## src/rtl/pda_ctrl_pkg.sv

```systemverilog
// Shared encodings for the PDA core multicycle controller: FSM states,
// opcode classes, extender / mux selects and ALU commands.
package pda_ctrl_pkg;

  typedef enum logic [3:0] {
    S_FETCH,
    S_DECODE,
    S_EXEC,
    S_ALU_WB,
    S_MEM_ADDR,
    S_MEM_RD,
    S_MEM_WB,
    S_MEM_WR,
    S_BRANCH,
    S_FAULT
  } state_t;

  typedef enum logic [1:0] {
    OP_DP  = 2'b00,
    OP_MEM = 2'b01,
    OP_BR  = 2'b10,
    OP_ILL = 2'b11
  } op_t;

  localparam logic [1:0] IMM13 = 2'b00;
  localparam logic [1:0] IMM17 = 2'b01;
  localparam logic [1:0] IMM26 = 2'b10;

  localparam logic [1:0] SRCB_REG  = 2'b00;
  localparam logic [1:0] SRCB_IMM  = 2'b01;
  localparam logic [1:0] SRCB_FOUR = 2'b10;

  localparam logic [1:0] RES_ALUOUT  = 2'b00;
  localparam logic [1:0] RES_MEMDATA = 2'b01;
  localparam logic [1:0] RES_ALU     = 2'b10;

  localparam logic [2:0] ALU_ADD = 3'b000;

  // States that hold a memory request open and are guarded by the wait timer.
  function automatic logic is_mem_wait(input state_t s);
    return (s == S_FETCH) || (s == S_MEM_RD) || (s == S_MEM_WR);
  endfunction

  function automatic logic [1:0] imm_sel(input op_t op);
    case (op)
      OP_MEM:  return IMM17;
      OP_BR:   return IMM26;
      default: return IMM13;
    endcase
  endfunction

endpackage

```

## src/rtl/mem_wait_timer.sv

```systemverilog
// Counts consecutive not-ready cycles of a memory request and flags the
// cycle in which the TIMEOUT-th such cycle occurs. TIMEOUT=0 disables it.
module mem_wait_timer #(
  parameter int TIMEOUT = 16,
  parameter int CW      = 5
) (
  input  logic clk,
  input  logic rst,
  input  logic clr,
  input  logic inc,
  output logic expired
);

  localparam logic [CW-1:0] LAST = (TIMEOUT == 0) ? '0 : CW'(TIMEOUT - 1);

  logic [CW-1:0] cnt_q, cnt_d;

  always_comb begin
    cnt_d = cnt_q;
    if (clr)      cnt_d = '0;
    else if (inc) cnt_d = cnt_q + 1'b1;
  end

  // NOTE: sequential state is updated with non-blocking assignments only,
  // so every flop samples the pre-edge value of every other flop.
  always_ff @(posedge clk) begin
    if (rst) cnt_q <= '0;
    else     cnt_q <= cnt_d;
  end

  // A ready in the TIMEOUT-th cycle drops inc, so completion wins.
  assign expired = (TIMEOUT != 0) && inc && (cnt_q == LAST);

endmodule

```

## src/rtl/multicycle_ctrl.sv

```systemverilog
// Multicycle control FSM for the PDA core: sequences fetch/decode/execute/
// memory/writeback, selects the immediate format and guards memory waits.
module multicycle_ctrl
  import pda_ctrl_pkg::*;
#(
  parameter int TIMEOUT = 16,
  parameter int CW      = 5
) (
  input  logic        clk,
  input  logic        rst,
  input  logic [31:0] instr,
  input  logic        cond_ok,
  input  logic        mem_ready,
  output logic        mem_req,
  output logic        mem_we,
  output logic        adr_src,
  output logic        ir_write,
  output logic        pc_write,
  output logic        reg_write,
  output logic [1:0]  imm_src,
  output logic        alu_src_a,
  output logic [1:0]  alu_src_b,
  output logic [2:0]  alu_ctrl,
  output logic [1:0]  result_src,
  output logic        fault
);

  state_t     state_q, state_d;
  logic [1:0] imm_src_q, imm_src_d;
  op_t        op;
  logic       wait_clr, wait_inc, wait_expired;
  logic       unused_instr;

  assign op           = op_t'(instr[31:30]);
  assign unused_instr = ^instr[25:0];

  assign wait_inc = is_mem_wait(state_q) && !mem_ready;
  assign wait_clr = is_mem_wait(state_d) && (state_d != state_q);

  mem_wait_timer #(
    .TIMEOUT (TIMEOUT),
    .CW      (CW)
  ) u_wait_timer (
    .clk     (clk),
    .rst     (rst),
    .clr     (wait_clr),
    .inc     (wait_inc),
    .expired (wait_expired)
  );

  always_ff @(posedge clk) begin
    if (rst) begin
      state_q   <= S_FETCH;
      imm_src_q <= IMM13;
    end else begin
      state_q   <= state_d;
      imm_src_q <= imm_src_d;
    end
  end

  // NOTE: every always_comb output gets a default before the case so no
  // path leaves it unassigned and no latch is inferred.
  always_comb begin
    state_d   = state_q;
    imm_src_d = imm_src_q;
    case (state_q)
      S_FETCH:
        if (mem_ready)         state_d = S_DECODE;
        else if (wait_expired) state_d = S_FAULT;
      S_DECODE: begin
        if (op != OP_ILL) imm_src_d = imm_sel(op);
        case (op)
          OP_DP:   state_d = S_EXEC;
          OP_MEM:  state_d = S_MEM_ADDR;
          OP_BR:   state_d = S_BRANCH;
          default: state_d = S_FAULT;
        endcase
      end
      S_EXEC:     state_d = S_ALU_WB;
      S_ALU_WB:   state_d = S_FETCH;
      S_MEM_ADDR: state_d = instr[29] ? S_MEM_RD : S_MEM_WR;
      S_MEM_RD:
        if (mem_ready)         state_d = S_MEM_WB;
        else if (wait_expired) state_d = S_FAULT;
      S_MEM_WB:   state_d = S_FETCH;
      S_MEM_WR:
        if (mem_ready)         state_d = S_FETCH;
        else if (wait_expired) state_d = S_FAULT;
      S_BRANCH:   state_d = S_FETCH;
      default:    state_d = S_FAULT;
    endcase
  end

  // Strobes are masked by rst so an aborted instruction fires nothing.
  always_comb begin
    mem_req    = 1'b0;
    mem_we     = 1'b0;
    adr_src    = 1'b0;
    ir_write   = 1'b0;
    pc_write   = 1'b0;
    reg_write  = 1'b0;
    alu_src_a  = 1'b0;
    alu_src_b  = SRCB_REG;
    alu_ctrl   = ALU_ADD;
    result_src = RES_ALUOUT;
    case (state_q)
      S_FETCH: begin
        mem_req   = !rst;
        alu_src_a = 1'b1;
        alu_src_b = SRCB_FOUR;
        ir_write  = mem_ready && !rst;
        pc_write  = mem_ready && !rst;
      end
      S_EXEC: begin
        alu_src_b = instr[29] ? SRCB_IMM : SRCB_REG;
        alu_ctrl  = instr[28:26];
      end
      S_ALU_WB: begin
        reg_write  = !rst;
        result_src = RES_ALUOUT;
      end
      S_MEM_ADDR: alu_src_b = SRCB_IMM;
      S_MEM_RD: begin
        mem_req = !rst;
        adr_src = 1'b1;
      end
      S_MEM_WB: begin
        reg_write  = !rst;
        result_src = RES_MEMDATA;
      end
      S_MEM_WR: begin
        mem_req = !rst;
        mem_we  = !rst;
        adr_src = 1'b1;
      end
      S_BRANCH: begin
        alu_src_a  = 1'b1;
        alu_src_b  = SRCB_IMM;
        result_src = RES_ALU;
        pc_write   = cond_ok && !rst;
      end
      default: ;
    endcase
  end

  assign imm_src = imm_src_q;
  assign fault   = (state_q == S_FAULT);

endmodule

```

## config.mk

```make
export PLATFORM = sky130hd
export DESIGN_NAME = multicycle_ctrl
export DESIGN_NICKNAME = d
export VERILOG_FILES = /design/src/rtl/pda_ctrl_pkg.sv /design/src/rtl/mem_wait_timer.sv /design/src/rtl/multicycle_ctrl.sv
export SDC_FILE = /design/constraint.sdc
export NUM_CORES = 1
export LEC_CHECK = 0
export CELL_PAD_IN_SITES_DETAIL_PLACEMENT = 1
export CELL_PAD_IN_SITES_GLOBAL_PLACEMENT = 2
export CORE_MARGIN = 2
export CORE_UTILIZATION = 16
export DETAILED_ROUTE_END_ITERATION = 8
export PLACE_DENSITY = 0.82
export REMOVE_ABC_BUFFERS = 1
export SYNTH_ARGS = -nofsm -noshare
export SYNTH_HDL_FRONTEND = slang
export SYNTH_SLANG_ARGS = --single-unit
```

## constraint.sdc

```tcl
create_clock -name clk -period 1.8 [get_ports clk]
set_input_delay 0.54 -clock clk [delete_from_list [all_inputs] [get_ports clk]]
set_output_delay 0.54 -clock clk [all_outputs]
set_load 0.01 [all_outputs]
```

==> impl_results.md <==
* Outcome: complete, but fails checks
* Failing checks: setup timing
* Layout cells sized above 1 at 59.3%
* Drt via density at between 4 and 5
* Placed inst area at 0.00148 mm2
* Final ANT Viol Nets at 0
* Setup CP Type: reg2out
* Synthesized area at between 700 and 800 um2
* Placed insts at between 200 and 250
* CTS tree: yes
* First-pass GRT wire length at around 5100 um
* Synth Flop Type: dfxtp_1
* Largest stage delay, worst path at 0.41 ns
* Fin area at ~0.0017 mm2
* Clock Sink Count at 11
* Number of synthesized flops with an enable pin at 0
* Final Setup Violations at 15
* Synth Instances at 103
* Ant diodes at 0
* PwrDens at a little under 700 mW/mm2
* Layout overhead on the synthesized area at 114%
* Seq/Total Area, Yosys at about 28%
* GPL Wtd Cong at 0.755
* CP Capture Type: primary output
* Worst-path fanout max at 5
* Core ar. at 0.00475 mm2
* Overall routed net length at roughly 3000 um
* Max Slew Vio Count at 0
* CP Launch Type: flip-flop
* MaxCap Viol Count at 0
* Later-pin clock latency in the skew report at 0.24 ns
* Crit path max-delay family: simple AND/OR/NAND/NOR gates
* Vias in the first global route at ~1100
* LEAKAGE at around 0.74 nW
* All-layer global routing usage at roughly an eighth
* Nets at 221
* Remaining routing DRC violations at 0
* I/O pins at 53
* Pin slew with the least headroom to its limit at ~0.38 ns
* Worst EP arrival at 1.47 ns
* Setup total negative slack at -1.93 ns
* Fmax at 498 MHz
* Final Core Density at between 30 and 40%
* RSZ-0062 raised after global routing: true
* Clock Tree Buf Depth at 2
* Syn avg cell area at approximately 7.7 um2
* Wire per inst at 12.2 um
* Endpoints failing hold at 0
* Relative slew margins at approximately three quarters
* Largest net degree at the start of global routing at 9
* Fin crit share at 111%
* Worst hold margin at 0.494 ns
* Initial antenna violation count at 0
* HP Class: reg2reg
* Worst Path Required at between 1 and 1.5 ns
* Layout Skew at 0.00166 ns
* Total power at between 1 and 1.5 mW
* Post-layout minimum cycle time at about 2.0 ns
* Buf+Inv Stages, Crit Path at 1
* GRT Residual Overflow at 0
* Die area at between 0.005 and 0.006 mm2
* Worst slack, placed at -0.762 ns
* Die X at 74.4 um
* Num CTS Buffers at 3
* Post-Layout Cell Count at roughly 250
* Fin worst setup slack at -0.207 ns
* Initial Utilization at about 17%
* Row count at 25
* Number of synthesized register bits at 11
* # port buffers at 26
* H-tree depth at 1
* Async SR Flop Fraction at 0%
* Netlist cell types at 39
* Slowest CP cell: or3_4
* Cell chosen for the clock root: clkbuf_8
* Die height at approximately 74 um
* First-iteration detailed-routing DRC count at 39
* Clock-pin slew on the worst setup and hold paths at approximately 0.05 ns
* First-pass DRT Iterations at 4
* VDD IR max at roughly 0.00029 V
* Cell Chain, Critical Path: or3_4, nor2_2, a31o_1, clkdlybuf4s15_2
* Synth warn at 0
* Hpwl dp at about 2300 um
* Via count at slightly above 1000
## cell usage after synthesis (3+ instances only)
library cell | n | share of area [%]
a211oi_1 | 3 | 2.8
and2_1 | 3 | 2.4
a21oi_1 | 6 | 3.8
nor2_1 | 15 | 7.1
nand2_1 | 7 | 3.3
dfxtp_1 | 11 | 28
clkbuf_1 | 3 | 1.4
nor3_1 | 8 | 5.1
inv_1 | 3 | 1.4
inv_2 | 4 | 1.9
## sequential cells by signal (all words and copies together), names as in the netlist
signal and cells:
state_q 4, u_wait_timer.cnt_q 5, imm_src 2
## worst reg2reg max path: cells and delay by family, from the launching register on
kind,cells,cell delay (ns)
buffers and inverters,1,0.16
AND/OR/NAND/NOR,2,0.81
flip-flops,1,0.34
AO/OA/AOI/OAI,2,0.55
## report_power, final
group / internal (mW) / switching, mW / leakage (nW)
clock network: 0.156 / 0.0955 / 0.0228
logic: 0.346 / 0.270 / 0.625
registers: 0.272 / 0.0288 / 0.0919
## kinds of logic (layout without fill, tap and decap cells)
family,count (synthesis),count (layout),synth area share (%)
AOI/OAI and AO/OA,21,21,19.9
xor gates and xnor gates,3,3,3.32
adders and majority gates,2,2,3.16
buffers and inverters,12,91,6.00
DFF,11,11,27.8
muxes,2,2,2.53
and+or+nand+nor,52,52,37.3
## final cells by class
type	count	area, um2
Fill cell	593	3060
Tap cell	67	83.8
Inverter	7	26.3
Sequential cell	11	230
Clock buffer	4	45.0
Multi-Input combinational cell	80	662
Timing Repair Buffer	80	646
## repair_timing
action	in CTS	in global routing
hold buffers	0	0
pin swaps	13	5
setup buffers	3	3
setup endpoints to repair	23	23
gates resized for setup	80	17
## final timing paths
kind,start,end,slack (ns),cells past startpoint
worst max-delay path,state_q[0],pc_write,-0.21,4
worst min-delay path,imm_src[0],imm_src[0],0.49,2
worst max register to register,state_q[0],u_wait_timer.cnt_q[1],-0.19,5
worst min register to register,imm_src[0],imm_src[0],0.49,2
## layer usage
metal | global-route usage [%] | wire, um
met5 | 0 | 0
met4 | 2.38 | 0
met3 | 1.63 | 72
met2 | 19.5 | 1450
met1 | 16.8 | 1520
## placed cells by master, fill, tap and decap left out, types with 2 or more instances in the layout
master	instances
buf_6	5
a211oi_2	2
buf_2	7
nor2_4	2
a21oi_2	2
and2_1	3
dfxtp_1	7
o21ai_1	2
dlygate4sd2_1	4
nor2b_1	2
and4_1	2
dfxtp_4	2
and3_4	2
nand2_1	5
clkdlybuf4s50_1	7
buf_4	50
inv_2	6
mux2i_1	2
nand3_1	2
nor2_2	4
a31oi_1	2
clkdlybuf4s15_2	5
clkbuf_8	3
nor2_1	9
xnor2_1	2
dfxtp_2	2
nor3_1	6
nand2_2	2
a21oi_1	4
No activity file was read; power rests on OpenSTA's default activity.
